## src/rtl/mem_bus_arbiter_pkg.sv

```systemverilog
// rtl/mem_bus_arbiter_pkg.sv - shared state and owner encodings for the memory bus arbiter
package arb_pkg;

  typedef enum logic [1:0] {
    IDLE = 2'd0,
    REQ  = 2'd1,
    RESP = 2'd2
  } arb_state_e;

  // Plain-vector copies of the state encoding for legacy-style FSM code
  localparam logic [1:0] ST_IDLE = IDLE;
  localparam logic [1:0] ST_REQ  = REQ;
  localparam logic [1:0] ST_RESP = RESP;

  localparam logic [1:0] OWN_NONE = 2'b00;
  localparam logic [1:0] OWN_IF   = 2'b01;
  localparam logic [1:0] OWN_LS   = 2'b10;

endpackage

```

## src/rtl/mem_bus_arbiter_if.sv

```systemverilog
// rtl/mem_bus_arbiter_if.sv - fetch, LSU and memory handshake bundle seen by the arbiter
interface mem_bus_arbiter_if;

  logic        i_if_req;
  logic [31:0] i_if_addr;
  logic        o_if_gnt;
  logic        o_if_rvalid;
  logic [31:0] o_if_rdata;
  logic        o_if_err;

  logic        i_ls_req;
  logic [31:0] i_ls_addr;
  logic        i_ls_wren;
  logic [31:0] i_ls_wdata;
  logic [3:0]  i_ls_bmask;
  logic        o_ls_gnt;
  logic        o_ls_rvalid;
  logic [31:0] o_ls_rdata;
  logic        o_ls_err;

  logic        o_mem_req;
  logic [31:0] o_mem_addr;
  logic        o_mem_wren;
  logic [31:0] o_mem_wdata;
  logic [3:0]  o_mem_bmask;
  logic        i_mem_ack;
  logic [31:0] i_mem_rdata;

  // Arbiter side: names carry the arbiter's own direction
  modport slave (
    input  i_if_req, i_if_addr,
    output o_if_gnt, o_if_rvalid, o_if_rdata, o_if_err,
    input  i_ls_req, i_ls_addr, i_ls_wren, i_ls_wdata, i_ls_bmask,
    output o_ls_gnt, o_ls_rvalid, o_ls_rdata, o_ls_err,
    output o_mem_req, o_mem_addr, o_mem_wren, o_mem_wdata, o_mem_bmask,
    input  i_mem_ack, i_mem_rdata
  );

  // Requesters and memory side
  modport master (
    output i_if_req, i_if_addr,
    input  o_if_gnt, o_if_rvalid, o_if_rdata, o_if_err,
    output i_ls_req, i_ls_addr, i_ls_wren, i_ls_wdata, i_ls_bmask,
    input  o_ls_gnt, o_ls_rvalid, o_ls_rdata, o_ls_err,
    input  o_mem_req, o_mem_addr, o_mem_wren, o_mem_wdata, o_mem_bmask,
    output i_mem_ack, i_mem_rdata
  );

endinterface

```

## src/rtl/mem_bus_arbiter_watchdog.sv

```systemverilog
// rtl/mem_bus_arbiter_watchdog.sv - request-phase watchdog with registered expire flag
module arb_watchdog #(
  parameter int TIMEOUT_CYC = 16
) (
  input  logic i_clk,
  input  logic i_rst,
  input  logic i_clr,
  input  logic i_en,
  output logic o_expired
);

  localparam int W = $clog2(TIMEOUT_CYC);
  // Flag is raised one count early so it is visible in the cycle the count sits at TIMEOUT_CYC-1
  localparam logic [W-1:0] PRE_LAST = W'(TIMEOUT_CYC - 2);

  logic [W-1:0] cnt;

  // Count stalled request cycles; clearing outside REQ makes every entry start from zero
  always_ff @(posedge i_clk or negedge i_rst) begin
    if (!i_rst) begin
      cnt       <= '0;
      o_expired <= 1'b0;
    end else if (i_clr) begin
      cnt       <= '0;
      o_expired <= 1'b0;
    end else if (i_en) begin
      cnt       <= cnt + 1'b1;
      o_expired <= (cnt == PRE_LAST);
    end
  end

endmodule

```

## src/rtl/mem_bus_arbiter.sv

```systemverilog
// rtl/mem_bus_arbiter.sv - fetch/LSU arbiter for a shared single-port memory
module mem_bus_arbiter
  import arb_pkg::*;
#(
  parameter int TIMEOUT_CYC   = 16,
  parameter int MAX_LS_STREAK = 4
) (
  input  logic               i_clk,
  input  logic               i_rst,
  mem_bus_arbiter_if.slave   bus,
  output logic               o_busy,
  output logic [1:0]         o_owner
);

  localparam int SW = $clog2(MAX_LS_STREAK + 1);
  localparam logic [SW-1:0] STREAK_MAX = SW'(MAX_LS_STREAK);

  logic [1:0]    state;
  logic [SW-1:0] streak;
  logic [1:0]    owner;
  logic          arb_ok, gnt_if, gnt_ls, ack_hit, time_out, expired;

  logic          mem_req, mem_wren;
  logic [31:0]   mem_addr, mem_wdata;
  logic [3:0]    mem_bmask;
  logic          if_rvalid, if_err, ls_rvalid, ls_err;
  logic [31:0]   if_rdata, ls_rdata;

  // Grant decision: LSU first, fetch wins a tie once the LSU streak hits its limit
  always_comb begin
    arb_ok   = (state == ST_IDLE) || (state == ST_RESP);
    gnt_if   = arb_ok && bus.i_if_req && (!bus.i_ls_req || (streak == STREAK_MAX));
    gnt_ls   = arb_ok && bus.i_ls_req && !gnt_if;
    ack_hit  = (state == ST_REQ) && bus.i_mem_ack;
    time_out = (state == ST_REQ) && !bus.i_mem_ack && expired;
  end

  arb_watchdog #(.TIMEOUT_CYC(TIMEOUT_CYC)) u_watchdog (
    .i_clk     (i_clk),
    .i_rst     (i_rst),
    .i_clr     (state != ST_REQ),
    .i_en      ((state == ST_REQ) && !bus.i_mem_ack),
    .o_expired (expired)
  );

  // Transaction sequencing: grant -> REQ until ack or watchdog -> one RESP cycle
  always_ff @(posedge i_clk or negedge i_rst) begin
    if (!i_rst) begin
      state <= ST_IDLE;
    end else begin
      case (state)
        ST_IDLE: if (gnt_if || gnt_ls) state <= ST_REQ;
        ST_REQ:  if (ack_hit || time_out) state <= ST_RESP;
        ST_RESP: state <= (gnt_if || gnt_ls) ? ST_REQ : ST_IDLE;
        default: state <= ST_IDLE;
      endcase
    end
  end

  // LSU streak only matters while fetch is waiting, so any idle fetch cycle resets it
  always_ff @(posedge i_clk or negedge i_rst) begin
    if (!i_rst) begin
      streak <= '0;
    end else if (!bus.i_if_req || gnt_if) begin
      streak <= '0;
    end else if (gnt_ls && (streak != STREAK_MAX)) begin
      streak <= streak + 1'b1;
    end
  end

  // Latch the winner's request on grant so the memory sees stable fields through REQ
  always_ff @(posedge i_clk or negedge i_rst) begin
    if (!i_rst) begin
      mem_req   <= 1'b0;
      mem_addr  <= '0;
      mem_wren  <= 1'b0;
      mem_wdata <= '0;
      mem_bmask <= '0;
    end else if (gnt_if || gnt_ls) begin
      mem_req   <= 1'b1;
      mem_addr  <= gnt_if ? bus.i_if_addr : bus.i_ls_addr;
      mem_wren  <= gnt_ls && bus.i_ls_wren;
      mem_wdata <= gnt_ls ? bus.i_ls_wdata : 32'h0;
      mem_bmask <= gnt_if ? 4'hF : bus.i_ls_bmask;
    end else if (ack_hit || time_out) begin
      mem_req   <= 1'b0;
    end
  end

  // Owner stays valid through RESP so the response can be routed, then returns to none
  always_ff @(posedge i_clk or negedge i_rst) begin
    if (!i_rst) begin
      owner <= OWN_NONE;
    end else if (gnt_if || gnt_ls) begin
      owner <= gnt_if ? OWN_IF : OWN_LS;
    end else if (state == ST_RESP) begin
      owner <= OWN_NONE;
    end
  end

  // One-cycle response pulse to the owner; store data and timed-out data read as zero
  always_ff @(posedge i_clk or negedge i_rst) begin
    if (!i_rst) begin
      if_rvalid <= 1'b0;
      if_rdata  <= '0;
      if_err    <= 1'b0;
      ls_rvalid <= 1'b0;
      ls_rdata  <= '0;
      ls_err    <= 1'b0;
    end else begin
      if_rvalid <= 1'b0;
      if_rdata  <= '0;
      if_err    <= 1'b0;
      ls_rvalid <= 1'b0;
      ls_rdata  <= '0;
      ls_err    <= 1'b0;
      if (ack_hit || time_out) begin
        if (owner == OWN_IF) begin
          if_rvalid <= 1'b1;
          if_rdata  <= (ack_hit && !mem_wren) ? bus.i_mem_rdata : 32'h0;
          if_err    <= time_out;
        end else begin
          ls_rvalid <= 1'b1;
          ls_rdata  <= (ack_hit && !mem_wren) ? bus.i_mem_rdata : 32'h0;
          ls_err    <= time_out;
        end
      end
    end
  end

  assign bus.o_if_gnt    = gnt_if;
  assign bus.o_ls_gnt    = gnt_ls;
  assign bus.o_mem_req   = mem_req;
  assign bus.o_mem_addr  = mem_addr;
  assign bus.o_mem_wren  = mem_wren;
  assign bus.o_mem_wdata = mem_wdata;
  assign bus.o_mem_bmask = mem_bmask;
  assign bus.o_if_rvalid = if_rvalid;
  assign bus.o_if_rdata  = if_rdata;
  assign bus.o_if_err    = if_err;
  assign bus.o_ls_rvalid = ls_rvalid;
  assign bus.o_ls_rdata  = ls_rdata;
  assign bus.o_ls_err    = ls_err;
  assign o_busy          = (state == ST_REQ);
  assign o_owner         = owner;

endmodule

```

## src/flat_wrapper.sv

```systemverilog
// flat-port wrapper written by rule: the top's interface ports become plain ports
module mem_bus_arbiter_flat import arb_pkg::*;
#(
  parameter int TIMEOUT_CYC   = 16,
  parameter int MAX_LS_STREAK = 4
)
  (i_clk, i_rst, o_busy, o_owner, bus_i_if_req, bus_i_if_addr, bus_o_if_gnt, bus_o_if_rvalid, bus_o_if_rdata, bus_o_if_err, bus_i_ls_req, bus_i_ls_addr, bus_i_ls_wren, bus_i_ls_wdata, bus_i_ls_bmask, bus_o_ls_gnt, bus_o_ls_rvalid, bus_o_ls_rdata, bus_o_ls_err, bus_o_mem_req, bus_o_mem_addr, bus_o_mem_wren, bus_o_mem_wdata, bus_o_mem_bmask, bus_i_mem_ack, bus_i_mem_rdata);
  mem_bus_arbiter_if bus_i ();
  input  logic i_clk;
  input  logic i_rst;
  output logic o_busy;
  output logic [1:0] o_owner;
  input wire logic [$bits(bus_i.i_if_req)-1:0] bus_i_if_req;
  input wire logic [$bits(bus_i.i_if_addr)-1:0] bus_i_if_addr;
  output wire logic [$bits(bus_i.o_if_gnt)-1:0] bus_o_if_gnt;
  output wire logic [$bits(bus_i.o_if_rvalid)-1:0] bus_o_if_rvalid;
  output wire logic [$bits(bus_i.o_if_rdata)-1:0] bus_o_if_rdata;
  output wire logic [$bits(bus_i.o_if_err)-1:0] bus_o_if_err;
  input wire logic [$bits(bus_i.i_ls_req)-1:0] bus_i_ls_req;
  input wire logic [$bits(bus_i.i_ls_addr)-1:0] bus_i_ls_addr;
  input wire logic [$bits(bus_i.i_ls_wren)-1:0] bus_i_ls_wren;
  input wire logic [$bits(bus_i.i_ls_wdata)-1:0] bus_i_ls_wdata;
  input wire logic [$bits(bus_i.i_ls_bmask)-1:0] bus_i_ls_bmask;
  output wire logic [$bits(bus_i.o_ls_gnt)-1:0] bus_o_ls_gnt;
  output wire logic [$bits(bus_i.o_ls_rvalid)-1:0] bus_o_ls_rvalid;
  output wire logic [$bits(bus_i.o_ls_rdata)-1:0] bus_o_ls_rdata;
  output wire logic [$bits(bus_i.o_ls_err)-1:0] bus_o_ls_err;
  output wire logic [$bits(bus_i.o_mem_req)-1:0] bus_o_mem_req;
  output wire logic [$bits(bus_i.o_mem_addr)-1:0] bus_o_mem_addr;
  output wire logic [$bits(bus_i.o_mem_wren)-1:0] bus_o_mem_wren;
  output wire logic [$bits(bus_i.o_mem_wdata)-1:0] bus_o_mem_wdata;
  output wire logic [$bits(bus_i.o_mem_bmask)-1:0] bus_o_mem_bmask;
  input wire logic [$bits(bus_i.i_mem_ack)-1:0] bus_i_mem_ack;
  input wire logic [$bits(bus_i.i_mem_rdata)-1:0] bus_i_mem_rdata;
  assign bus_i.i_if_req = bus_i_if_req;
  assign bus_i.i_if_addr = bus_i_if_addr;
  assign bus_o_if_gnt = bus_i.o_if_gnt;
  assign bus_o_if_rvalid = bus_i.o_if_rvalid;
  assign bus_o_if_rdata = bus_i.o_if_rdata;
  assign bus_o_if_err = bus_i.o_if_err;
  assign bus_i.i_ls_req = bus_i_ls_req;
  assign bus_i.i_ls_addr = bus_i_ls_addr;
  assign bus_i.i_ls_wren = bus_i_ls_wren;
  assign bus_i.i_ls_wdata = bus_i_ls_wdata;
  assign bus_i.i_ls_bmask = bus_i_ls_bmask;
  assign bus_o_ls_gnt = bus_i.o_ls_gnt;
  assign bus_o_ls_rvalid = bus_i.o_ls_rvalid;
  assign bus_o_ls_rdata = bus_i.o_ls_rdata;
  assign bus_o_ls_err = bus_i.o_ls_err;
  assign bus_o_mem_req = bus_i.o_mem_req;
  assign bus_o_mem_addr = bus_i.o_mem_addr;
  assign bus_o_mem_wren = bus_i.o_mem_wren;
  assign bus_o_mem_wdata = bus_i.o_mem_wdata;
  assign bus_o_mem_bmask = bus_i.o_mem_bmask;
  assign bus_i.i_mem_ack = bus_i_mem_ack;
  assign bus_i.i_mem_rdata = bus_i_mem_rdata;
  mem_bus_arbiter #(.TIMEOUT_CYC(TIMEOUT_CYC), .MAX_LS_STREAK(MAX_LS_STREAK)) u_core (.i_clk(i_clk), .i_rst(i_rst), .bus(bus_i), .o_busy(o_busy), .o_owner(o_owner));
endmodule
```

## config.mk

```make
export PLATFORM = sky130hd
export DESIGN_NAME = mem_bus_arbiter_flat
export DESIGN_NICKNAME = d
export VERILOG_FILES = /design/src/rtl/mem_bus_arbiter_pkg.sv /design/src/rtl/mem_bus_arbiter_if.sv /design/src/rtl/mem_bus_arbiter_watchdog.sv /design/src/rtl/mem_bus_arbiter.sv /design/src/flat_wrapper.sv
export SDC_FILE = /design/constraint.sdc
export NUM_CORES = 1
export LEC_CHECK = 0
export ABC_AREA = 1
export BUFFER_PORTS_ARGS = -buffer_cell sky130_fd_sc_hd__buf_2
export CORE_MARGIN = 2
export CORE_UTILIZATION = 45
export DETAILED_ROUTE_END_ITERATION = 10
export PLACE_DENSITY_LB_ADDON = 0.12
export SLEW_MARGIN = 20
export SYNTH_ARGS = -nofsm -noshare
export SYNTH_HDL_FRONTEND = slang
export SYNTH_SLANG_ARGS = --single-unit
```

## constraint.sdc

```tcl
create_clock -name i_clk -period 4.6 [get_ports i_clk]
set_clock_uncertainty 0.1 [all_clocks]
set_input_delay 0.46 -clock i_clk [delete_from_list [all_inputs] [get_ports i_clk]]
set_output_delay 0.46 -clock i_clk [all_outputs]
set_load 0.1 [all_outputs]
```

== Yosys cells after proc, flatten, opt, wreduce, memory -nomap -nowiden ==
Index checks and enable logic that the tools add are counted.
Widths: inputs -> output; s select.
Cells by class
  add/sub/neg operators: 2
  equal/unequal tests: 9
  multiplexer cells: 31
  reduce and logical (&&, ||, !) cells: 26
Operator list (number)
  $mux 32: 7
  $mux 1: 13
  $mux 4: 3
  $logic_and 1x1->1: 10
  $mux 2: 5
  $reduce_bool 2->1: 4
  $mux 3: 2
  $pmux 2 s3: 1
  $logic_not 1->1: 5
  $logic_or 1x1->1: 5
  $add 4x1->4 const B: 1
  $eq 2x1->1 const B: 2
  $eq 4x4->1 const B: 1
  $ne 2x1->1 const B: 2
  $add 3x1->3 const B: 1
  $eq 3x3->1 const B: 1
  $ne 3x3->1 const B: 1
  $eq 2x2->1 const B: 1
  $logic_not 2->1: 1
  $ne 2x2->1 const B: 1
  $reduce_and 2->1: 1
Storage, ports and cells
  flip-flop bits (word level): 150
  bits of input ports: 138
  output and inout port bits: 143
  logic and storage cells: 84

== Logic depth before layout (Yosys ltp) ==
  word-level depth: 9
  gate-level depth with buffers: 10
  depth with buffers taken out: 9

== Modules after synthesis ==
From an unflattened synthesis, not the netlist that was laid out.
Second synthesis, totals
  cell total of the unflattened synthesis: 695
  area, all modules: 6047.0 um^2
Modules (own cells, without submodules)
  mem_bus_arbiter: instances 1, cells an instance 666, area each 5780.5 um^2, sequential area each 3628.5 um^2
  arb_watchdog: instances 1, cells an instance 29, area each 266.5 um^2, sequential area each 125.1 um^2

== Worst setup path before layout ==
No wires, ideal clock.
  kind: register to output
  start: register u_core.streak[0]
  end: output port bus_o_if_gnt
  arrival: 1.771 ns
  setup slack: 2.269 ns
  stages on the path, launching flop included: 9
  path through: dfrtp_1 inv_1 ha_1 nand2_1 nand2_1 nand2_1 buf_2 buf_2 inv_1
Between the ends
  longest elaborated chain between the ends: 3
Ends and longest elaborated chain
  start, declared: RTL line mem_bus_arbiter.sv:19  | logic [SW-1:0] streak;
  start signal, assigned: RTL line mem_bus_arbiter.sv:67  | streak <= streak + 1'b1;
  $eq 3x3->1: RTL line mem_bus_arbiter.sv:32  | gnt_if = arb_ok && bus.i_if_req && (!bus.i_ls_req || (streak == STREAK_MAX));
  $logic_or 1x1->1: RTL line mem_bus_arbiter.sv:32
  $logic_and 1x1->1: RTL line mem_bus_arbiter.sv:32
  end, declared: RTL line flat_wrapper.sv:15  | output wire logic [$bits(bus_i.o_if_gnt)-1:0] bus_o_if_gnt;
Every way passes these cells.

== Final worst setup path ==
  start: register u_core.state[0]
  end: output port bus_o_ls_gnt
Between the ends
  longest elaborated chain between the ends: 6
  elaborated cells on any way between the ends: 8
Ends and longest elaborated chain
  start, declared: RTL line mem_bus_arbiter.sv:18  | logic [1:0] state;
  start signal, assigned: RTL line mem_bus_arbiter.sv:54  | ST_RESP: state <= (gnt_if || gnt_ls) ? ST_REQ : ST_IDLE;
  $eq 2x2->1 or $logic_not 2->1 (tied branches): RTL line mem_bus_arbiter.sv:31  | arb_ok = (state == ST_IDLE) || (state == ST_RESP);
  $logic_or 1x1->1 (*): RTL line mem_bus_arbiter.sv:31
  $logic_and 1x1->1 (2 in series): RTL line mem_bus_arbiter.sv:32
  $logic_not 1->1: RTL line mem_bus_arbiter.sv:33  | gnt_ls = arb_ok && bus.i_ls_req && !gnt_if;
  $logic_and 1x1->1 (*): RTL line mem_bus_arbiter.sv:33
  end, declared: RTL line flat_wrapper.sv:24  | output wire logic [$bits(bus_i.o_ls_gnt)-1:0] bus_o_ls_gnt;
Mark *: on every way between the ends. The rest lies on a longest branch, timed or not.

==> flow_summary.toml <==
[global_route]
grt-ovfl-total = 0
grt_pass1_vias = 5068
antenna_found_initial = 0
groute.usage.overall_pct = 21.9
grt_pass1_wl_mm = 24.8
grt_max_degree = 58

[layout]
regArea_mm2 = 0.00375
fillers = 1165
area_growth_pct = 35.6
fin_nets = 1109
multi_input_area_mm2 = 0.00179
antenna_cells = 0
fin_cells = 1156
fin_util_pct = 62.1
final_layout_size_suffix_gt1_share_pct = 33.6

[logic_synthesis]
ys_types = 20
netlist_area_mm2 = 0.00601
synth_fp_nets = 834
synth-seq-cells = 150
syn_inst = 692
yosys_warnings = 0
avgSynthCellArea_um2 = 8.69
synth.yosys.seq_area_share_pct = 62.4

[routing]
drt_pass1_iterations = 5
drt_iter0_markers = 337
antenna_left = 0
wl_per_cell_um = 13.2
via_per_inst = 4.53
drc = 0
vias = 5241
wl_mm = 15.2

[timing]
drv_slew = 0
max_freq_mhz = 343
post-route-worst-setup-slack_ns = 1.68
finalSetupViolations = 0
setup_tns_ns = 0
worstMarginPinSlew_ns = 1.02
final-hold-violation-count = 0
fin_crit_sh_pct = 63.4
rsz0062_at_grt = "no"
timing.slew.headroom_pct = 32.0
fin_crit_ns = 2.92

[clock_network]
htree_levels = 4
clk_pin_slew_ns = 0.06
cts_buffer_depth = 2
cts_setup_buffers = 0
cts.sinks = 150
cts_inserted_buffers = 17
root_buffer = "clkbuf_16"
cts_tree = "yes"
clk_latency_ns = 0.41

[worst_setup_path]
critPathLaunchType = "flip-flop"
worstSetupPathType = "flip-flop to primary output"
cp.arrival_ns = 2.36
r2r-start = "u_core.state[0]"
cpMostUsedCell = "inv_2"
crit_required_ns = 4.04
critPathMaxFanout = 34
endpoint_kind = "primary output"
max_stage_delay_ns = 0.53
cp-startpoint = "u_core.state[0]"
cp_slowest_cell = "buf_2"
path_cells = "inv_2 > nand2_2 > inv_2 > nand2_1 > inv_2 > buf_2"

[place]
dp_hpwl_mm = 10.6
preCtsSetupSlack_ns = 2.06
io_buffers = 280
gp_congestion = 0.814
place_inst = 1123

[hold_path]
hp-start = "bus_i_ls_wdata[9]"
holdCritPathClass = "input port to flip-flop"

[run]
maxCapViolations = 0

[floorplanning]
fp.dieW_um = 120
ioPinCount = 281
start_util_pct = 45.8
core_mm2 = 0.0131
die_area_mm2 = 0.0143
num_rows = 42
die_y_um = 120

[run_status]
outcome = "completed"
==> cells by family after synthesis <==
family / count (synthesis) / synth area share (%)
AOI/OAI and AO/OA: 12 / 1.14
adders and majority gates: 4 / 0.832
buffers and inverters: 118 / 7.99
DFF: 150 / 62.4
and+or+nand+nor: 408 / 27.6
==> Yosys cell counts <==
master,n,share of area (%)
nor2_4,4,0.75
inv_1,82,5.1
nor3_1,1,0.083
nand2_1,250,16
o211ai_1,3,0.37
ha_1,4,0.83
and3_1,1,0.10
nand4_1,1,0.10
nand2_2,1,0.10
nand3_1,73,6.1
nor2_1,77,4.8
o21ai_1,1,0.083
a21oi_1,3,0.25
buf_4,5,0.62
inv_2,4,0.25
buf_2,15,1.2
dfrtp_1,150,62
clkbuf_1,12,0.75
o21ai_0,4,0.33
o22ai_1,1,0.10
==> per-stage QoR <==
| step | hold slack (ns) | area (um2) |
|---|---|---|
| finish | 0.141 | 8160 |
| detailed placement | 0.349 | 7540 |
| CTS | 0.117 | 8150 |
| global route | 0.137 | 8160 |
| floorplan | 0.0644 | 6010 |
| global placement | 0.348 | 7540 |
==> worst paths after layout <==
kind / cells past startpoint / endpoint / slack [ns]
max: 6 / bus_o_ls_gnt / 1.68
min: 3 / u_core.bus.o_mem_wdata[9] / 0.14
max reg2reg: 6 / u_core.bus.o_mem_wdata[2] / 2.34
min reg2reg: 2 / u_core.bus.o_mem_addr[27] / 0.37
max in group asynchronous: 3 / u_core.bus.o_ls_rdata[11] / 2.84
min in group asynchronous: 2 / u_core.bus.o_mem_addr[19] / 0.47
==> what timing repair did <==
action,CTS,global route
resized for setup,0,0
endpoints found under the hold margin,53,0
hold buffers,1,0
==> state kept, by name (all words and copies together) (netlist names), 2 cells and up <==
| register | cells |
|---|---|
| u_core.bus.o_if_rdata | 32 |
| u_core.bus.o_ls_rdata | 32 |
| u_core.bus.o_mem_addr | 32 |
| u_core.bus.o_mem_bmask | 4 |
| u_core.bus.o_mem_wdata | 32 |
| u_core.o_owner | 2 |
| u_core.state | 2 |
| u_core.streak | 3 |
| u_core.u_watchdog.cnt | 4 |
==> final cells by class <==
type                    instances  area share, %
clock buffers                  18           5.26
repair buffers                288           18.0
clock inverters                14           2.13
well taps                     176           2.70
flip-flops and latches        150           46.0
inverters                      86           3.96
multi-input cells             424           21.9
==> worst max-delay path: cells and delay by family, from the launching register on <==
| kind | cells | cell delay (ns) |
|---|---|---|
| buffers and inverters | 4 | 1.21 |
| flip-flops | 1 | 0.46 |
| AND/OR/NAND/NOR | 2 | 0.25 |
==> per-layer routing <==
metal | vias up | global-route usage, % | share of wire, %
met3 | 24 | 5.61 | 6.2
met5 | - | 0 | 0
met2 | 186 | 35.8 | 49
met4 | 0 | 8.16 | 2.0
li1 | 2638 | - | -
met1 | 2393 | 28.2 | 43
==> cell usage in the layout (no fill, tap or decap) <==
cell type / netlist / routed
clkinvlp_4: 0 / 1
o211ai_1: 3 / 3
nand2_2: 1 / 2
buf_2: 15 / 279
bufinv_16: 0 / 3
inv_1: 82 / 82
buf_4: 5 / 7
nand4_1: 1 / 1
ha_1: 4 / 4
nor2_2: 0 / 1
clkbuf_1: 12 / 1
a21oi_1: 3 / 3
inv_6: 0 / 3
o21ai_0: 4 / 4
dfrtp_1: 150 / 150
nand3_1: 73 / 73
inv_2: 4 / 4
clkinv_4: 0 / 4
clkbuf_16: 0 / 17
nor3_1: 1 / 1
clkinv_2: 0 / 3
o22ai_1: 1 / 1
dlygate4sd3_1: 0 / 1
nor2_1: 77 / 76
and3_1: 1 / 1
o21ai_1: 1 / 1
nand2_1: 250 / 249
buf_6: 0 / 1
nor2_4: 4 / 4
Power is not shown: default switching activity piles up to over one toggle a cycle in this logic, so the estimate is an artifact.
